[src/rtl/lsu_port_arbiter.sv]
// Memory-stage load/store controller: routes one access per instruction to the
// D-cache or to one of NUM_PERIPH stb/ack slaves, builds byte enables, extends
// load data and reports misaligned, unmapped and timed-out accesses.
module lsu_port_arbiter #(
  parameter int unsigned XLEN        = 32,
  parameter int unsigned NUM_PERIPH  = 4,
  parameter logic [31:0] PERIPH_BASE = 32'h2000_0000,
  parameter int unsigned PERIPH_SPAN = 12,
  parameter int unsigned TIMEOUT_CYC = 255
) (
  input  logic                       clk_i,
  input  logic                       rst_ni,
  input  logic                       req_valid_i,
  input  logic                       req_rw_i,
  input  logic [1:0]                 req_size_i,
  input  logic                       req_sign_i,
  input  logic [XLEN-1:0]            req_addr_i,
  input  logic [XLEN-1:0]            req_wdata_i,
  input  logic                       flush_i,
  output logic                       stall_o,
  output logic                       done_o,
  output logic [XLEN-1:0]            rdata_o,
  output logic                       fault_o,
  output logic [1:0]                 fault_cause_o,
  output logic                       dc_req_valid_o,
  input  logic                       dc_req_ready_i,
  output logic [XLEN-1:0]            dc_req_addr_o,
  output logic                       dc_req_rw_o,
  output logic [3:0]                 dc_req_be_o,
  output logic [XLEN-1:0]            dc_req_wdata_o,
  input  logic                       dc_rsp_valid_i,
  input  logic [XLEN-1:0]            dc_rsp_data_i,
  output logic [NUM_PERIPH-1:0]      pr_stb_o,
  output logic [PERIPH_SPAN-1:0]     pr_addr_o,
  output logic                       pr_we_o,
  output logic [3:0]                 pr_be_o,
  output logic [XLEN-1:0]            pr_wdata_o,
  input  logic [NUM_PERIPH-1:0]      pr_ack_i,
  input  logic [NUM_PERIPH*XLEN-1:0] pr_rdata_i
);

  localparam int unsigned CNT_W     = 16;
  localparam logic [32:0] WIN_BYTES = 33'(NUM_PERIPH) << PERIPH_SPAN;

  typedef enum logic [2:0] {
    S_IDLE, S_CREQ, S_CWAIT, S_PWAIT, S_DRAIN, S_RESP
  } state_e;

  state_e                state_q, state_d;
  logic [XLEN-1:0]       addr_q, addr_d;
  logic [1:0]            size_q, size_d;
  logic                  sign_q, sign_d;
  logic                  rw_q, rw_d;
  logic [NUM_PERIPH-1:0] sel_q, sel_d;
  logic [3:0]            be_q, be_d;
  logic [XLEN-1:0]       wdata_q, wdata_d;
  logic [CNT_W-1:0]      cnt_q, cnt_d;
  logic [XLEN-1:0]       rdata_q, rdata_d;
  logic                  fault_q, fault_d;
  logic [1:0]            cause_q, cause_d;

  logic [32:0]           off_c;
  logic                  is_cache_c, is_periph_c, fault_c;
  logic [1:0]            fcause_c;
  logic [NUM_PERIPH-1:0] sel_c;
  logic [3:0]            be_c;
  logic [XLEN-1:0]       wdata_c;
  logic                  ack_hit_c, timeout_c;
  logic [XLEN-1:0]       prdata_c;

  // Select a byte/half lane and zero- or sign-extend it
  function automatic logic [31:0] load_ext(input logic [31:0] w, input logic [1:0] lane,
                                           input logic [1:0] size, input logic sign);
    logic [31:0] sh;
    logic [31:0] r;
    sh = w >> {lane, 3'b000};
    case (size)
      2'b01:   r = {{24{sign & sh[7]}}, sh[7:0]};
      2'b10:   r = {{16{sign & sh[15]}}, sh[15:0]};
      default: r = w;
    endcase
    return r;
  endfunction

  // Decode the incoming request: target, fault cause, byte enables, lane data
  always_comb begin
    off_c       = {1'b0, req_addr_i} - {1'b0, PERIPH_BASE};
    is_cache_c  = req_addr_i < PERIPH_BASE;
    is_periph_c = !is_cache_c && (off_c < WIN_BYTES);
    fault_c     = 1'b1;
    fcause_c    = 2'b11;
    if (req_size_i == 2'b00) begin
      fcause_c = 2'b11;
    end else if ((req_size_i == 2'b10 && req_addr_i[0]) ||
                 (req_size_i == 2'b11 && req_addr_i[1:0] != 2'b00)) begin
      fcause_c = 2'b01;
    end else if (is_cache_c || is_periph_c) begin
      fault_c  = 1'b0;
      fcause_c = 2'b00;
    end
    sel_c = '0;
    for (int unsigned k = 0; k < NUM_PERIPH; k++) begin
      if (is_periph_c && ((off_c >> PERIPH_SPAN) == 33'(k))) sel_c[k] = 1'b1;
    end
    case (req_size_i)
      2'b01:   be_c = 4'b0001 << req_addr_i[1:0];
      2'b10:   be_c = 4'b0011 << {req_addr_i[1], 1'b0};
      2'b11:   be_c = 4'b1111;
      default: be_c = 4'b0000;
    endcase
    case (req_size_i)
      2'b01:   wdata_c = {4{req_wdata_i[7:0]}};
      2'b10:   wdata_c = {2{req_wdata_i[15:0]}};
      default: wdata_c = req_wdata_i;
    endcase
  end

  // Selected-slave acknowledge, read data and the ack timeout
  always_comb begin
    ack_hit_c = |(pr_ack_i & sel_q);
    timeout_c = (cnt_q == CNT_W'(TIMEOUT_CYC));
    prdata_c  = '0;
    for (int unsigned k = 0; k < NUM_PERIPH; k++) begin
      if (sel_q[k]) prdata_c = pr_rdata_i[k*XLEN +: XLEN];
    end
  end

  // State register
  always_ff @(posedge clk_i or negedge rst_ni) begin
    if (!rst_ni) state_q <= S_IDLE;
    else         state_q <= state_d;
  end

  // Next-state logic; flush takes priority over any same-cycle bus event
  always_comb begin
    state_d = state_q;
    case (state_q)
      S_IDLE: begin
        if (req_valid_i && !flush_i) begin
          if (fault_c)         state_d = S_RESP;
          else if (is_cache_c) state_d = S_CREQ;
          else                 state_d = S_PWAIT;
        end
      end
      S_CREQ:  if (flush_i) state_d = S_IDLE;  else if (dc_req_ready_i) state_d = S_CWAIT;
      S_CWAIT: if (flush_i) state_d = S_DRAIN; else if (dc_rsp_valid_i) state_d = S_RESP;
      S_PWAIT: if (flush_i) state_d = S_IDLE;  else if (timeout_c || ack_hit_c) state_d = S_RESP;
      S_DRAIN: if (dc_rsp_valid_i) state_d = S_IDLE;
      S_RESP:  state_d = S_IDLE;
      default: state_d = S_IDLE;
    endcase
  end

  // Request capture, timeout counter and result registers
  always_comb begin
    addr_d  = addr_q;
    size_d  = size_q;
    sign_d  = sign_q;
    rw_d    = rw_q;
    sel_d   = sel_q;
    be_d    = be_q;
    wdata_d = wdata_q;
    rdata_d = rdata_q;
    fault_d = fault_q;
    cause_d = cause_q;
    cnt_d   = '0;
    case (state_q)
      S_IDLE: begin
        if (req_valid_i && !flush_i) begin
          addr_d  = req_addr_i;
          size_d  = req_size_i;
          sign_d  = req_sign_i;
          rw_d    = req_rw_i;
          sel_d   = sel_c;
          be_d    = be_c;
          wdata_d = wdata_c;
          if (fault_c) begin
            rdata_d = '0;
            fault_d = 1'b1;
            cause_d = fcause_c;
          end
        end
      end
      S_CWAIT: begin
        if (!flush_i && dc_rsp_valid_i) begin
          rdata_d = rw_q ? '0 : load_ext(dc_rsp_data_i, addr_q[1:0], size_q, sign_q);
          fault_d = 1'b0;
          cause_d = 2'b00;
        end
      end
      S_PWAIT: begin
        if (!flush_i) begin
          cnt_d = cnt_q + CNT_W'(1);
          if (timeout_c) begin
            rdata_d = '0;
            fault_d = 1'b1;
            cause_d = 2'b10;
          end else if (ack_hit_c) begin
            rdata_d = rw_q ? '0 : load_ext(prdata_c, addr_q[1:0], size_q, sign_q);
            fault_d = 1'b0;
            cause_d = 2'b00;
          end
        end
      end
      default: ;
    endcase
  end

  // Datapath registers
  always_ff @(posedge clk_i or negedge rst_ni) begin
    if (!rst_ni) begin
      addr_q  <= '0;
      size_q  <= '0;
      sign_q  <= 1'b0;
      rw_q    <= 1'b0;
      sel_q   <= '0;
      be_q    <= '0;
      wdata_q <= '0;
      cnt_q   <= '0;
      rdata_q <= '0;
      fault_q <= 1'b0;
      cause_q <= '0;
    end else begin
      addr_q  <= addr_d;
      size_q  <= size_d;
      sign_q  <= sign_d;
      rw_q    <= rw_d;
      sel_q   <= sel_d;
      be_q    <= be_d;
      wdata_q <= wdata_d;
      cnt_q   <= cnt_d;
      rdata_q <= rdata_d;
      fault_q <= fault_d;
      cause_q <= cause_d;
    end
  end

  // State-decoded handshake outputs; strobe drops once the timeout is reached
  always_comb begin
    stall_o        = 1'b0;
    done_o         = 1'b0;
    dc_req_valid_o = 1'b0;
    pr_stb_o       = '0;
    case (state_q)
      S_IDLE, S_DRAIN: stall_o = req_valid_i;
      S_CREQ: begin
        stall_o        = 1'b1;
        dc_req_valid_o = 1'b1;
      end
      S_CWAIT: stall_o = 1'b1;
      S_PWAIT: begin
        stall_o = 1'b1;
        if (!timeout_c) pr_stb_o = sel_q;
      end
      S_RESP:  done_o = 1'b1;
      default: ;
    endcase
  end

  assign rdata_o        = rdata_q;
  assign fault_o        = fault_q;
  assign fault_cause_o  = cause_q;
  assign dc_req_addr_o  = {addr_q[XLEN-1:2], 2'b00};
  assign dc_req_rw_o    = rw_q;
  assign dc_req_be_o    = be_q;
  assign dc_req_wdata_o = wdata_q;
  assign pr_addr_o      = addr_q[PERIPH_SPAN-1:0];
  assign pr_we_o        = rw_q;
  assign pr_be_o        = be_q;
  assign pr_wdata_o     = wdata_q;

endmodule
[config.mk]
export PLATFORM = sky130hd
export DESIGN_NAME = lsu_port_arbiter
export DESIGN_NICKNAME = d
export VERILOG_FILES = /design/src/rtl/lsu_port_arbiter.sv
export SDC_FILE = /design/constraint.sdc
export NUM_CORES = 1
export LEC_CHECK = 0
export ABC_AREA = 0
export CAP_MARGIN = 20
export CORE_AREA = 5 5 152 154
export CTS_BUF_LIST = sky130_fd_sc_hd__clkbuf_16
export DETAILED_ROUTE_END_ITERATION = 10
export DIE_AREA = 0 0 157 159
export HOLD_SLACK_MARGIN = 0.05
export PLACE_DENSITY = 0.89
export SLEW_MARGIN = 40
export SYNTH_ARGS = -nofsm -noshare
export SYNTH_HDL_FRONTEND = slang
export SYNTH_SLANG_ARGS = --single-unit
[constraint.sdc]
create_clock -name clk_i -period 4.5 [get_ports clk_i]
set_clock_uncertainty 0.05 [all_clocks]
set_input_delay 0.675 -clock clk_i [delete_from_list [all_inputs] [get_ports clk_i]]
set_output_delay 0.675 -clock clk_i [all_outputs]
set_load 0.005 [all_outputs]
==> qor.csv <==
metric;value;unit
cp_max_fo;11;
avgSynthCellArea;8.32;um^2
remaining_drc_errors;0;
rr_worst_depth;7;
place_inst;1597;
p_leak;0.00512;uW
detail_route.iter0.violations;1037;
grt_pass1_wl;54000;um
slew_violations;0;
crit_arrival;2.99;ns
wl_per_cell;22.2;um
ant_nets;0;
hpwl;28400;um
die_h;159;um
cts-root-buf;clkbuf_16;
die-area;0.0250;mm^2
fin_crit;3.71;ns
finalPower;6920;uW
ctsHoldBuffers;0;
vdd_drop_max;0.464;mV
portBuffers;395;
io_pins;398;
placed_area;0.0124;mm^2
cpLargestDelayFamily;simple AND/OR/NAND/NOR gates;
clk_pin_slew_worst_paths;0.07;ns
synth_edf_count;0;
rsz0062_at_grt;false;
grt_max_degree;115;
grt_util_all_layers;27.9;%
clock_latency;0.43;ns
synth_ff_type;dfrtp_1;
post-cts-setup-buffers;0;
ys_seq_area_share;37.8;%
synthArstFlopShare;100;%
ys_types;66;
slowest_stage;or4_4;
max_cap_viol_count;0;
final_cells;1632;
startpoint_type;flop;
clock_sinks;130;
hold_class;in -> async;
path_cells;or4_4 > or4_4 > nand2_1 > nor2_1 > clkdlybuf4s50_1;
synth_seq_cells;130;
initial_utilization;39.9;%
worstSetupEndpointType;primary output;
relSlewSlack;41.4;%
tritoncts;done;
final-setup-viol-count;0;
critPathMaxStageDelay;0.56;ns
area_growth;50.9;%
wl;36200;um
path_buf_inv;1;
fmax;269;MHz
vias_per_cell;5.77;
fin_crit_sh;82.5;%
synth_warnings;0;
antenna_found_initial;2;
grt_overflow_total;0;
tightest_slew;0.876;ns
dpl_worst_slack;0.400;ns
synth.largest_area_cell;dfrtp_1;
worstSetupPathType;reg -> out;
first_pass_iters;5;
worst_slack;0.788;ns
vias;9422;
cts_buffers;17;
netlist_top_cells_area;dfrtp_1 (38%), nand2_1 (7.5%), buf_4 (4.5%);
syn_area;0.00861;mm^2
coreArea;0.0216;mm^2
die_x;157;um
gp_congestion;0.990;
yosysTopAreaCellShare;37.8;%
cp.depth;5;
drive_above_1_share;5.41;%
critPathRequiredTime;3.77;ns
grt_pass1_vias;8921;
p_per_area;533;mW/mm^2
nets;1586;
rows;54;
final_hold_viol_count;0;
htree_levels;4;
cts.path.max_buffers;2;
crit_top_cell;or4_4;
status;finished clean;
final_cell_area;0.0130;mm^2
syn_inst;1035;
ctsResizeCount;0;
final.setup.tns;0;ns
[where the power goes]
part,internal [uW],switching (uW)
clock network,745,635
logic,1800,1720
registers,1600,419
[layout by cell type (no fill, tap or decap), types with 13 or more instances in the layout]
cell type,count
clkdlybuf4s50_1,394
nand2_1,173
dfrtp_1,129
nor2_1,77
o21ai_0,63
a21oi_1,46
a211oi_1,34
nor2b_1,30
inv_1,29
mux2i_1,24
nor3_1,22
a22oi_1,22
nor3b_1,20
nand3b_1,19
clkbuf_16,17
a41oi_1,16
nand3_1,14
a221o_1,13
[Yosys cell counts, types with 5 or more instances]
| cell type | number |
|---|---|
| a21oi_1 | 46 |
| a2111oi_0 | 6 |
| nor3_1 | 23 |
| a311oi_1 | 8 |
| o31ai_1 | 12 |
| inv_1 | 29 |
| o2bb2ai_1 | 10 |
| o32ai_1 | 7 |
| dfrtp_1 | 130 |
| xor2_1 | 8 |
| o21ai_0 | 63 |
| nor3b_1 | 21 |
| clkbuf_1 | 49 |
| o31a_1 | 7 |
| nand2_1 | 173 |
| buf_1 | 5 |
| nor2b_1 | 30 |
| a211oi_1 | 35 |
| nand4_1 | 6 |
| o22ai_1 | 10 |
| mux2i_1 | 24 |
| ha_1 | 11 |
| a41oi_1 | 16 |
| nor2_1 | 79 |
| o221ai_1 | 7 |
| nand3b_1 | 19 |
| a221o_1 | 13 |
| buf_4 | 52 |
| nand3_1 | 14 |
| and3_1 | 7 |
| a221oi_1 | 9 |
| buf_2 | 21 |
| a22oi_1 | 22 |
| nand2b_1 | 11 |
[kinds of logic after synthesis]
kind of cell               share of synthesized area (%)
muxes                                               3.44
DFF                                                 37.8
and+or+nand+nor                                     22.4
AOI/OAI and AO/OA                                   23.9
buffers and inverters                               9.55
adders and majority gates                           1.60
other                                             0.0436
xor gates and xnor gates                            1.22
[per-stage QoR]
stage	util, %	hold WS (ns)
finish	60.3	0.197
global placement	57.3	0.407
floorplan	-	0.329
global route	60.3	0.265
CTS	60.1	0.236
detailed placement	57.4	0.413
[area by class of cell]
type / instances / area, um^2
Fill cell: 1876 / 8570
Multi-Input combinational cell: 748 / 4570
Timing Repair Buffer: 410 / 4100
Sequential cell: 130 / 3250
Clock buffer: 17 / 425
Tap cell: 280 / 350
Clock inverter: 15 / 164
Inverter: 30 / 113
Antenna cell: 2 / 5.00
[path summary, 6_finish.rpt]
check                                     endpoint  slack (ns)                   start
max                                    pr_stb_o[3]        0.79      cnt_q[8]$_DFF_PN0_
max reg2reg                 rdata_o[5]$_DFFE_PN0P_        1.10   size_q[0]$_DFFE_PN0P_
min                          addr_q[6]$_DFFE_PN0P_        0.20                  rst_ni
max in group asynchronous  rdata_o[23]$_DFFE_PN0P_        3.28                  rst_ni
min reg2reg                 addr_q[19]$_DFFE_PN0P_        0.44  addr_q[19]$_DFFE_PN0P_
min in group clk_i          addr_q[19]$_DFFE_PN0P_        0.44  addr_q[19]$_DFFE_PN0P_
[per-layer routing]
| layer | GRT usage (%) | vias to the layer above | wire (um) |
|---|---|---|---|
| met1 | 38.8 | 4499 | 14800 |
| met4 | 7.85 | 0 | 1060 |
| met5 | 0 | - | 0 |
| met3 | 6.39 | 87 | 3430 |
| li1 | - | 4298 | - |
| met2 | 43.6 | 538 | 16900 |
[flip-flops by register name, indices dropped and copies added (netlist names)]
| name | count |
|---|---|
| addr_q | 32 |
| cnt_q | 16 |
| dc_req_be_o | 4 |
| dc_req_rw_o | 1 |
| dc_req_wdata_o | 32 |
| fault_cause_o | 2 |
| fault_o | 1 |
| rdata_o | 32 |
| sel_q | 4 |
| sign_q | 1 |
| size_q | 2 |
| state_q | 3 |
(Power assumes the default switching activity.)
